<file path="src/rtl/bmf_h_decoder_pkg.sv">
// Shared constants and types for the BMF H-side decoder.
// Semiring selection follows the BMF_XOR_SEMIRING_EN macro (defined: GF(2) XOR, undefined: Boolean OR).
package bmf_pkg;

  localparam int K_DEF     = 1;
  localparam int M_DEF     = 3;
  localparam int CNT_W_DEF = 16;

  function automatic int row_w(input int k);
    return (k > 1) ? $clog2(k) : 1;
  endfunction

  typedef enum logic {SR_OR, SR_XOR} semiring_e;

`ifdef BMF_XOR_SEMIRING_EN
  localparam semiring_e SEMIRING = SR_XOR;
`else
  localparam semiring_e SEMIRING = SR_OR;
`endif

  typedef enum logic {EMPTY, FULL} ostate_e;

endpackage

</file>
<file path="src/rtl/bmf_h_decoder_product.sv">
// Combinational Boolean/GF(2) product of a latent code with a flattened basis matrix H.
// Reduction chosen by bmf_pkg::SEMIRING (BMF_XOR_SEMIRING_EN); reusable by compressor-side checkers.
module bmf_h_product
  import bmf_pkg::*;
#(
  parameter int K = K_DEF,
  parameter int M = M_DEF
) (
  input  logic [K-1:0]   in_k,
  input  logic [K*M-1:0] h_flat,
  output logic [M-1:0]   prod
);

  always_comb begin
    prod = '0;
    for (int i = 0; i < K; i++) begin
      if (in_k[i]) begin
        if (SEMIRING == SR_XOR) prod = prod ^ h_flat[i*M +: M];
        else                    prod = prod | h_flat[i*M +: M];
      end
    end
  end

endmodule

</file>
<file path="src/rtl/bmf_h_decoder.sv">
// Streaming BMF decompressor: runtime-loadable H rows, one-register valid/ready output stage, saturating beat counter.
// Optional macro BMF_XOR_SEMIRING_EN switches the product to GF(2) (handled in bmf_pkg / bmf_h_product).
module bmf_h_decoder
  import bmf_pkg::*;
#(
  parameter int K     = K_DEF,
  parameter int M     = M_DEF,
  parameter int CNT_W = CNT_W_DEF,
  localparam int RW   = row_w(K)
) (
  input  logic             clk,
  input  logic             rst,
  input  logic             h_we,
  input  logic [RW-1:0]    h_row,
  input  logic [M-1:0]     h_data,
  input  logic             in_valid,
  output logic             in_ready,
  input  logic [K-1:0]     in_k,
  output logic             out_valid,
  input  logic             out_ready,
  output logic [M-1:0]     out_data,
  output logic [CNT_W-1:0] beat_cnt
);

  logic [M-1:0]     h_p0 [K];
  logic [K*M-1:0]   h_flat_p0;
  logic [M-1:0]     prod_p0;
  logic [M-1:0]     out_data_p1;
  logic [CNT_W-1:0] cnt_p1;
  ostate_e          state_p1, state_nxt;
  logic             acc_p0;

  function automatic logic [CNT_W-1:0] sat_inc(input logic [CNT_W-1:0] v);
    return (&v) ? v : v + 1'b1;
  endfunction

  for (genvar g = 0; g < K; g++) begin : g_flat
    assign h_flat_p0[g*M +: M] = h_p0[g];
  end

  // Stage p0: product from the H rows as they stand before any same-cycle write
  bmf_h_product #(.K(K), .M(M)) u_product (
    .in_k   (in_k),
    .h_flat (h_flat_p0),
    .prod   (prod_p0)
  );

  assign in_ready = (state_p1 == EMPTY) | out_ready;
  assign acc_p0   = in_valid & in_ready;

  always_comb begin
    state_nxt = state_p1;
    case (state_p1)
      EMPTY:   if (acc_p0) state_nxt = FULL;
      FULL:    if (out_ready && !acc_p0) state_nxt = EMPTY;
      default: state_nxt = EMPTY;
    endcase
  end

  // Stage p1: output register, counter and H storage
  always_ff @(posedge clk) begin
    if (rst) begin
      state_p1    <= EMPTY;
      out_data_p1 <= '0;
      cnt_p1      <= '0;
      for (int i = 0; i < K; i++) h_p0[i] <= '1;
    end else begin
      state_p1 <= state_nxt;
      if (acc_p0) begin
        out_data_p1 <= prod_p0;
        cnt_p1      <= sat_inc(cnt_p1);
      end
      if (h_we && (int'(h_row) < K)) h_p0[h_row] <= h_data;
    end
  end

  assign out_valid = (state_p1 == FULL);
  assign out_data  = out_data_p1;
  assign beat_cnt  = cnt_p1;

endmodule

</file>
<file path="config.mk">
export PLATFORM = sky130hd
export DESIGN_NAME = bmf_h_decoder
export DESIGN_NICKNAME = d
export VERILOG_FILES = /design/src/rtl/bmf_h_decoder_pkg.sv /design/src/rtl/bmf_h_decoder_product.sv /design/src/rtl/bmf_h_decoder.sv
export SDC_FILE = /design/constraint.sdc
export NUM_CORES = 1
export LEC_CHECK = 0
export ABC_AREA = 1
export CORE_MARGIN = 2
export CORE_UTILIZATION = 35
export CTS_CLUSTER_DIAMETER = 100
export DETAILED_ROUTE_END_ITERATION = 7
export GPL_TIMING_DRIVEN = 0
export MAX_ROUTING_LAYER = met4
export PLACE_DENSITY_LB_ADDON = 0.1
export SLEW_MARGIN = 20
export SYNTH_ARGS = -nofsm -noshare
export SYNTH_HDL_FRONTEND = slang
export SYNTH_HIERARCHICAL = 1
export SYNTH_SLANG_ARGS = --single-unit
</file>
<file path="constraint.sdc">
create_clock -name clk -period 1.4 [get_ports clk]
set_input_delay 0.28 -clock clk [delete_from_list [all_inputs] [get_ports clk]]
set_output_delay 0.28 -clock clk [all_outputs]
set_load 0.02 [all_outputs]
</file>
======== After elaboration in Yosys (flattened, before gate mapping) ========
Memory sizes are Yosys's and may differ from the RTL's.
Cells that the tools add are included.
word-level totals
  output and inout bits ................... 21
  bits in writable memories ............... 3
  logic and storage cells ................. 27
  register bits ........................... 20
  input bits .............................. 10
  memories kept ........................... 1
memories
  name  depth  width  read ports  clocked after Yosys merged registers in  wr ports  line                 RTL
  h_p0  1      3      1           0                                        1         bmf_h_decoder.sv:25  logic [M-1:0] h_p0 [K];
operators by class
  $lt $le $gt $ge ......................... 1
  add/sub/neg operators ................... 1
  reductions and logical operators ........ 6
  mux-type cells .......................... 11
  bitwise logic cells ..................... 4
operator list
  operator                                            number
  adder 16 x 1 -> 16 bit (second input constant)      1
  AND reduction 16 bit                                1
  two-way mux 1 bit                                   8
  two-way mux 3 bit                                   2
  OR reduction 3 bit                                  1
  logical AND 1 bit                                   2
  inverter 1 bit                                      2
  case mux 1 bit (2 select lines)                     1
  AND reduction 2 bit                                 1
  AND 1 bit                                           1
  logical NOT 1 bit                                   1
  less-than comparator 1 bit (second input constant)  1
  bitwise OR 1 bit                                    1

======== Logic depth before layout (Yosys ltp) ========
Gate-level depths: netlist (run 1).
  depth in word-level cells ............... 7
  mapped depth ............................ 8
  mapped depth without buffers ............ 8

======== By module ========
The synthesis (run 1) kept the hierarchy.
by module, submodules not included
  module         times used  area an instance (um^2)  seq. area each (um^2)  cells each
  bmf_h_decoder  1           1232.4                   490.5                  184
  bmf_h_product  1           22.5                     0.0                    6

======== Worst setup path before layout (run 1) ========
Ideal clock, no wire load.
  path kind ............................... reg2reg
  start point ............................. register cnt_p1[0], in the netlist beat_cnt[0]
  end point ............................... register cnt_p1[11], in the netlist beat_cnt[11]
  required time ........................... 1.285 ns
  clock period less this slack ............ 1.481 ns
  setup time .............................. 0.115 ns
  buffers on the path ..................... 1
  arrival time ............................ 1.365 ns
  setup slack ............................. -0.081 ns
  cell stages (with the launch flop) ...... 8
  path through ............................ dfxtp_1 > ha_1 > inv_1 > nor2_2 > nand4_4 > buf_6 > a21oi_1 > nor2_1
between the ends
  cells in the longest elaborated chain, start to end .. 3
  elaborated cells between the ends (all ways) .. 4
  those cells by class .................... add/sub (1); bitwise (1); reduce/logical (2)
ends and longest elaborated chain
  element                                                         line                 RTL
  from (decl)                                                     bmf_h_decoder.sv:29  logic [CNT_W-1:0] cnt_p1;
  from (signal assigned)                                          bmf_h_decoder.sv:71  cnt_p1 <= sat_inc(cnt_p1);
  branches (longest 3 deep; another with adder 16 x 1 -> 16 bit)  -
Parallel ways; which one is timed is not known.
A chain may end at the register's enable or synchronous reset.

======== Worst setup path in the final report (run 1) ========
  start point ............................. input out_ready
  end point ............................... register cnt_p1[13], in the netlist beat_cnt[13]
between the ends
  cells in the longest elaborated chain, start to end .. 3
ends and longest elaborated chain
  element                        line                 RTL
  from (decl)                    bmf_h_decoder.sv:20  input logic out_ready,
  bitwise OR 1 bit               bmf_h_decoder.sv:48  assign in_ready = (state_p1 == EMPTY) | out_ready;
  AND 1 bit                      bmf_h_decoder.sv:49  assign acc_p0 = in_valid & in_ready;
  AND reduction 2 bit (no line)  -
Every way passes these cells.

==> results.sh, run 1 <==
export IMPL_synth_top_area_share_pct=31.9
export IMPL_hold_buffers=0
export IMPL_setup_violations=0
export IMPL_netlist_instances=190
export IMPL_wl_um=3100
export IMPL_antenna_found_initial=0
export IMPL_ys_types=21
export IMPL_grt_ovfl_total=0
export IMPL_swShare_pct=26.4
export IMPL_drive_gt1_share_pct=28.6
export IMPL_antenna_left=0
export IMPL_crit_family="buffers and inverters"
export IMPL_async_flop_share_pct=0
export IMPL_die_w_um=63.9
export IMPL_synthFlopType="dfxtp_1"
export IMPL_finClkSkew_ps=6.09
export IMPL_synth_most_common_cell="nor2_1"
export IMPL_viasPerCell=4.72
export IMPL_endpoint_kind="register"
export IMPL_root_buffer="clkbuf_4"
export IMPL_grt_max_degree=15
export IMPL_slew_headroom_pct=70.2
export IMPL_num_io_pins=31
export IMPL_grt_pass1_wl_um=5050
export IMPL_ir_worst_vdd_v=0.000336
export IMPL_synth_top_family_by_area="simple AND/OR/NAND/NOR gates"
export IMPL_syn_to_final_growth_pct=45.6
export IMPL_synth_common_cells="50 x nor2_1, 45 x nand2_1, 21 x inv_1"
export IMPL_first_global_vias=1170
export IMPL_synth_area_leaders="dfxtp_1 32%, nor2_1 15%, nand2_1 13%, edfxtp_1 7.2%, inv_1 6.3%"
export IMPL_cp_slowest_cell="clkdlybuf4s50_1"
export IMPL_drc=0
export IMPL_syn_num_nets=201
export IMPL_synth_edff_count=3
export IMPL_p_int_mw=0.883
export IMPL_synth_xor_area_share_pct=0
export IMPL_cap_viol_max_count=0
export IMPL_antennaDiodeCount=0
export IMPL_dp_hpwl_um=2180
export IMPL_power_share_sequential_pct=58.4
export IMPL_fill_cells=337
export IMPL_track_usage_pct=15.9
export IMPL_worst_slew_pin_slew_ps=442
export IMPL_slowest_delay_ps=450
export IMPL_vias=1322
export IMPL_synth_compound_area_share_pct=6.68
export IMPL_start_util_pct=37.0
export IMPL_gp_congestion=0.844
export IMPL_p_leak_nw=0.780
export IMPL_yosys_area_share_simple_pct=43.6
export IMPL_rows=21
export IMPL_hold_viol_final=0
export IMPL_cp_buffers_inverters=3
export IMPL_io_buffer_count=30
export IMPL_report_power_total_mw=1.20
export IMPL_dieArea_um2=4080
export IMPL_max_freq_mhz=739
export IMPL_tritoncts="built"
export IMPL_outcome="completed"
export IMPL_switchingPower_mw=0.317
export IMPL_cts_htree_levels=1
export IMPL_hold_path_class="register to register"
export IMPL_rsz0062_at_grt="yes"
export IMPL_p_per_area_nw_per_um2=657
export IMPL_clock_power_share_pct=26.9
export IMPL_cp_required_ps=1620
export IMPL_synth_area_um2=1250
export IMPL_worstSetupPathType="primary input to register"
export IMPL_arrival_ps=1570
export IMPL_numCtsBuffers=3
export IMPL_startpoint_type="primary input"
export IMPL_synth_top_cell_by_area="dfxtp_1"
export IMPL_drt_pass1_iter_count=4
export IMPL_final_core_util_pct=53.9
export IMPL_ys_seq_area_share_pct=39.1
export IMPL_cts_sinks=23
export IMPL_postSynthAreaPerCell_um2=6.61
export IMPL_cp_cell_sequence="clkdlybuf4s50_1, inv_1, a21oi_4, buf_6, nand3_1, nor2_2, nand3_1, nand2_1, nor2_1"
export IMPL_die_h_um=63.9
export IMPL_insertion_delay_ps=320
export IMPL_pwr_share_comb_pct=14.7
export IMPL_clkTransAtPathRegs_ps=140
export IMPL_core_um2=3390
export IMPL_cp_max_fo=7
export IMPL_first_iter_violations=73
export IMPL_slew_violations=0
export IMPL_cts_buffer_depth=2
export IMPL_ys_seq_elements=23
export IMPL_yosys_warnings=6
export IMPL_final_nets=246
export IMPL_min_period_ps=1350
export IMPL_cp_common_cell="nand3_1"
export IMPL_yosys_area_share_adder_pct=0.997
export IMPL_wl_per_cell_um=11.1
export IMPL_fin_crit_sh_pct=96.6
export IMPL_synthMuxAreaShare_pct=0
[worst register-to-register path, stage by stage, from the launching register on]
cell     delay, ps
dfxtp_1        410
nand2_1        110
nor2_4         150
nand4_4        200
buf_6          190
a21oi_1        140
nor2_1          60
[flip-flops by register name, summed over array words and instances (netlist names)]
| signal | count |
|---|---|
| out_data | 3 |
| h_p0 | 3 |
| beat_cnt | 16 |
| out_valid | 1 |
[layout make-up]
class                      count  area (um2)  area share [%]
buffer                         5        50.0            2.74
clock buffer                   3        22.5            1.23
clock inverter                 1        7.51           0.411
inverter                      21        82.6            4.52
multi-input combinational    141         716            39.2
sequential                    23         519            28.4
tap                           46        57.6            3.15
timing repair buffer          40         372            20.3
[final timing paths]
check / startpoint / end / slack [ps] / depth (start not counted)
setup / recovery: out_ready / beat_cnt[13] / 50 / 9
hold reg to reg: out_data[1] / out_data[1] / 530 / 2
setup reg to reg: beat_cnt[15] / beat_cnt[13] / 60 / 6
hold / removal: out_data[1] / out_data[1] / 530 / 2
[through the flow]
step	TNS [ps]	hold slack (ps)	cell area, um2	setup slack, ps	cells
after floorplan	0	349	1260	26.0	190
after global placement	-4970	494	1620	-351	266
after detailed placement	-5370	499	1620	-377	266
after CTS	-27.1	527	1660	-13.3	272
after global routing	-186	557	1830	-52.7	280
final	0	526	1830	47.1	280
[layout by cell type, fill, tap and decap left out, types with 2 or more instances in the layout]
master,count
a21oi_1,10
buf_2,2
buf_4,9
buf_6,3
clkbuf_2,2
clkbuf_4,3
clkdlybuf4s15_1,4
clkdlybuf4s15_2,3
clkdlybuf4s50_1,9
clkinvlp_4,2
dfxtp_1,5
dfxtp_2,11
dfxtp_4,4
dlygate4sd2_1,11
edfxtp_1,3
inv_1,19
nand2_1,43
nand2_2,4
nand3_1,12
nand3_2,3
nand3b_1,3
nor2_1,41
nor2_2,11
nor2_4,3
o21ai_0,5
[what timing repair did]
item,in CTS,in global routing
setup buffers,2,6
resized for setup,38,42
pin swaps,0,4
setup endpoints to repair,36,31
hold endpoints to repair,0,0
cloned,0,2
[cells by family (layout without fill, tap and decap cells)]
kind of cell | count (synthesis) | after routing
AO/OA/AOI/OAI | 16 | 16
adder cells (fa/ha/maj) | 1 | 1
buffers and inverters | 26 | 70
flip-flops | 23 | 23
AND/OR/NAND/NOR | 124 | 124
[power by group through the flow]
stage	sequential [mW]	clock, mW	combinational [mW]
final	0.701	0.322	0.177
after global routing	0.704	0.385	0.196
after CTS	0.703	0.341	0.160
after detailed placement	0.719	0	0.158
after global placement	0.718	0	0.155
after floorplan	0.735	0	0.0676
[routing by layer]
| layer | track usage [%] | vias to the layer above | wire length (um) |
|---|---|---|---|
| li1 | - | 685 | - |
| met1 | 20.1 | 601 | 1450 |
| met2 | 26.7 | 32 | 1490 |
| met3 | 2.64 | 4 | 136 |
| met4 | 3.26 | 0 | 25 |
| met5 | - | - | 0 |
No activity file was read; power rests on OpenSTA's default activity.
==> run 2, diff against run 1 <==
--- a/config.mk
+++ b/config.mk
@@ -6,6 +6,7 @@
 export NUM_CORES = 1
 export LEC_CHECK = 0
 export ABC_AREA = 1
+export CORE_ASPECT_RATIO = 0.7
 export CORE_MARGIN = 2
 export CORE_UTILIZATION = 35
 export CTS_CLUSTER_DIAMETER = 100
==> run 2 against run 1 <==
  * Worst setup slack worse by 25 ps
  * Worst hold slack worse by 210 ps
  * Sequential share of layout area down 0.55 points
  * Largest power group unchanged
==> results.sh, run 2 (synthesized netlist as in run 1, its figures left out) <==
export IMPL_gp_congestion=0.875
export IMPL_fin_cells=281
export IMPL_layout_cells_most_common="nand2_1"
export IMPL_wl_um=3370
export IMPL_stdcell_area_um2=1820
export IMPL_vias=1344
export IMPL_endpoint_kind="register"
export IMPL_reg2reg_from="beat_cnt[1]"
export IMPL_cts_buffer_depth=2
export IMPL_final_nets=243
export IMPL_p_leak_nw=0.824
export IMPL_io_buffer_count=30
export IMPL_r2r_cells=8
export IMPL_cts_htree_levels=1
export IMPL_hold_path_end="out_valid"
export IMPL_root_buffer="clkbuf_8"
export IMPL_setup_violations=0
export IMPL_numCtsBuffers=3
export IMPL_outcome="completed"
export IMPL_first_global_vias=1127
export IMPL_core_um2=3470
export IMPL_r2r_setup_slack_ps=20
export IMPL_arrival_ps=1550
export IMPL_fin_crit_sh_pct=98.4
export IMPL_worst_slew_pin_slew_ps=400
export IMPL_hold_buffers=0
export IMPL_cp_slowest_cell="dfxtp_4"
export IMPL_hold_path_class="primary input to register"
export IMPL_whs_ps=315
export IMPL_worstSetupPathType="register to register"
export IMPL_slew_violations=0
export IMPL_report_power_total_mw=1.31
export IMPL_drive_gt1_share_pct=23.4
export IMPL_track_usage_pct=17.7
export IMPL_cp_buffers_inverters=0
export IMPL_die_h_um=54.1
export IMPL_hold_viol_final=0
export IMPL_post_place_cells=270
export IMPL_cp_required_ps=1570
export IMPL_antenna_found_initial=0
export IMPL_rr_endpoint="beat_cnt[5]"
export IMPL_clkTransAtPathRegs_ps=90
export IMPL_cts_sinks=23
export IMPL_tritoncts="built"
export IMPL_startpoint_type="register"
export IMPL_rows=18
export IMPL_fill_cells=375
export IMPL_dp_hpwl_um=2390
export IMPL_cp_max_fo=4
export IMPL_worstHoldStart="in_valid"
export IMPL_grt_pass1_wl_um=5230
export IMPL_holdPathStages=3
export IMPL_final_cell_mix="43 x nand2_1, 42 x nor2_1, 20 x dlygate4sd2_1"
export IMPL_num_io_pins=31
export IMPL_seq_area_um2=507
export IMPL_cp_cell_sequence="ha_4, nand3_4, nor2_4, nand2_2, nor2_4, nor2_1, nor2_1, nor2_2"
export IMPL_ir_worst_vdd_v=0.000404
export IMPL_fin_ws_ps=22.2
export IMPL_start_util_pct=36.2
export IMPL_largest_register_ff_count=16
export IMPL_antenna_left=0
export IMPL_first_iter_violations=69
export IMPL_setup_tns_final_ps=0
export IMPL_p_per_area_nw_per_um2=720
export IMPL_crit_family="simple AND/OR/NAND/NOR gates"
export IMPL_max_freq_mhz=726
export IMPL_drt_pass1_iter_count=5
export IMPL_wl_per_cell_um=12.0
export IMPL_multi_input_area_um2=739
export IMPL_dp_slack_ps=-406
export IMPL_antennaDiodeCount=0
export IMPL_placed_cell_area_um2=1620
export IMPL_grt_ovfl_total=0
export IMPL_min_period_ps=1380
export IMPL_final_core_util_pct=52.4
export IMPL_dieArea_um2=4090
export IMPL_drc=0
export IMPL_finClkSkew_ps=2.32
export IMPL_slowest_delay_ps=380
export IMPL_viasPerCell=4.78
export IMPL_rsz0062_at_grt="yes"
export IMPL_syn_to_final_growth_pct=44.9
export IMPL_insertion_delay_ps=270
export IMPL_cap_viol_max_count=0
export IMPL_die_w_um=75.6
export IMPL_grt_max_degree=14
export IMPL_slew_headroom_pct=73.1
==> run 2: layout make-up <==
class	count	area share, %
clock inverters	1	0.275
multi-input cells	141	40.7
inverters	21	4.54
flip-flops and latches	23	27.9
clock buffers	3	2.27
repair buffers	37	18.4
plain buffers	5	2.55
well taps	50	3.44
==> run 2: worst max-delay path by stage <==
stage                      startpoint  slack, ps      endpoint  cells after the start
after global routing      beat_cnt[1]        -70   beat_cnt[6]                      8
final                     beat_cnt[1]         20   beat_cnt[5]                      8
after detailed placement    out_ready       -410  beat_cnt[13]                      9
after CTS                   out_ready        -40      in_ready                      4
after global placement      out_ready       -370  beat_cnt[13]                      9
after floorplan           beat_cnt[0]         30  beat_cnt[11]                      7
==> run 2: metal layers <==
layer | track usage [%] | vias up | part of all wire (%)
li1 | - | 677 | -
met1 | 25.0 | 623 | 48
met2 | 26.2 | 42 | 46
met3 | 3.93 | 2 | 5.6
met4 | 3.22 | 0 | 0.53
met5 | - | - | 0
==> run 2: power breakdown <==
part           switching, mW  total (mW)  leakage [nW]  internal, mW
logic                 0.0910       0.179         0.602        0.0879
registers             0.0167       0.706         0.196         0.689
clock network          0.225       0.424        0.0255         0.199
total                  0.333        1.31         0.824         0.976
==> run 2: what timing repair did <==
| item | CTS | global route |
|---|---|---|
| pin swaps | 0 | 8 |
| setup buffers | 1 | 6 |
| endpoints found under the setup margin | 36 | 19 |
| gates resized for setup | 33 | 28 |
==> run 2: worst register-to-register path, delay by kind of cell, from the launching register on <==
kind	cells	cell delay, ps
simple gates	7	740
fa+ha+maj	1	160
flops	1	380
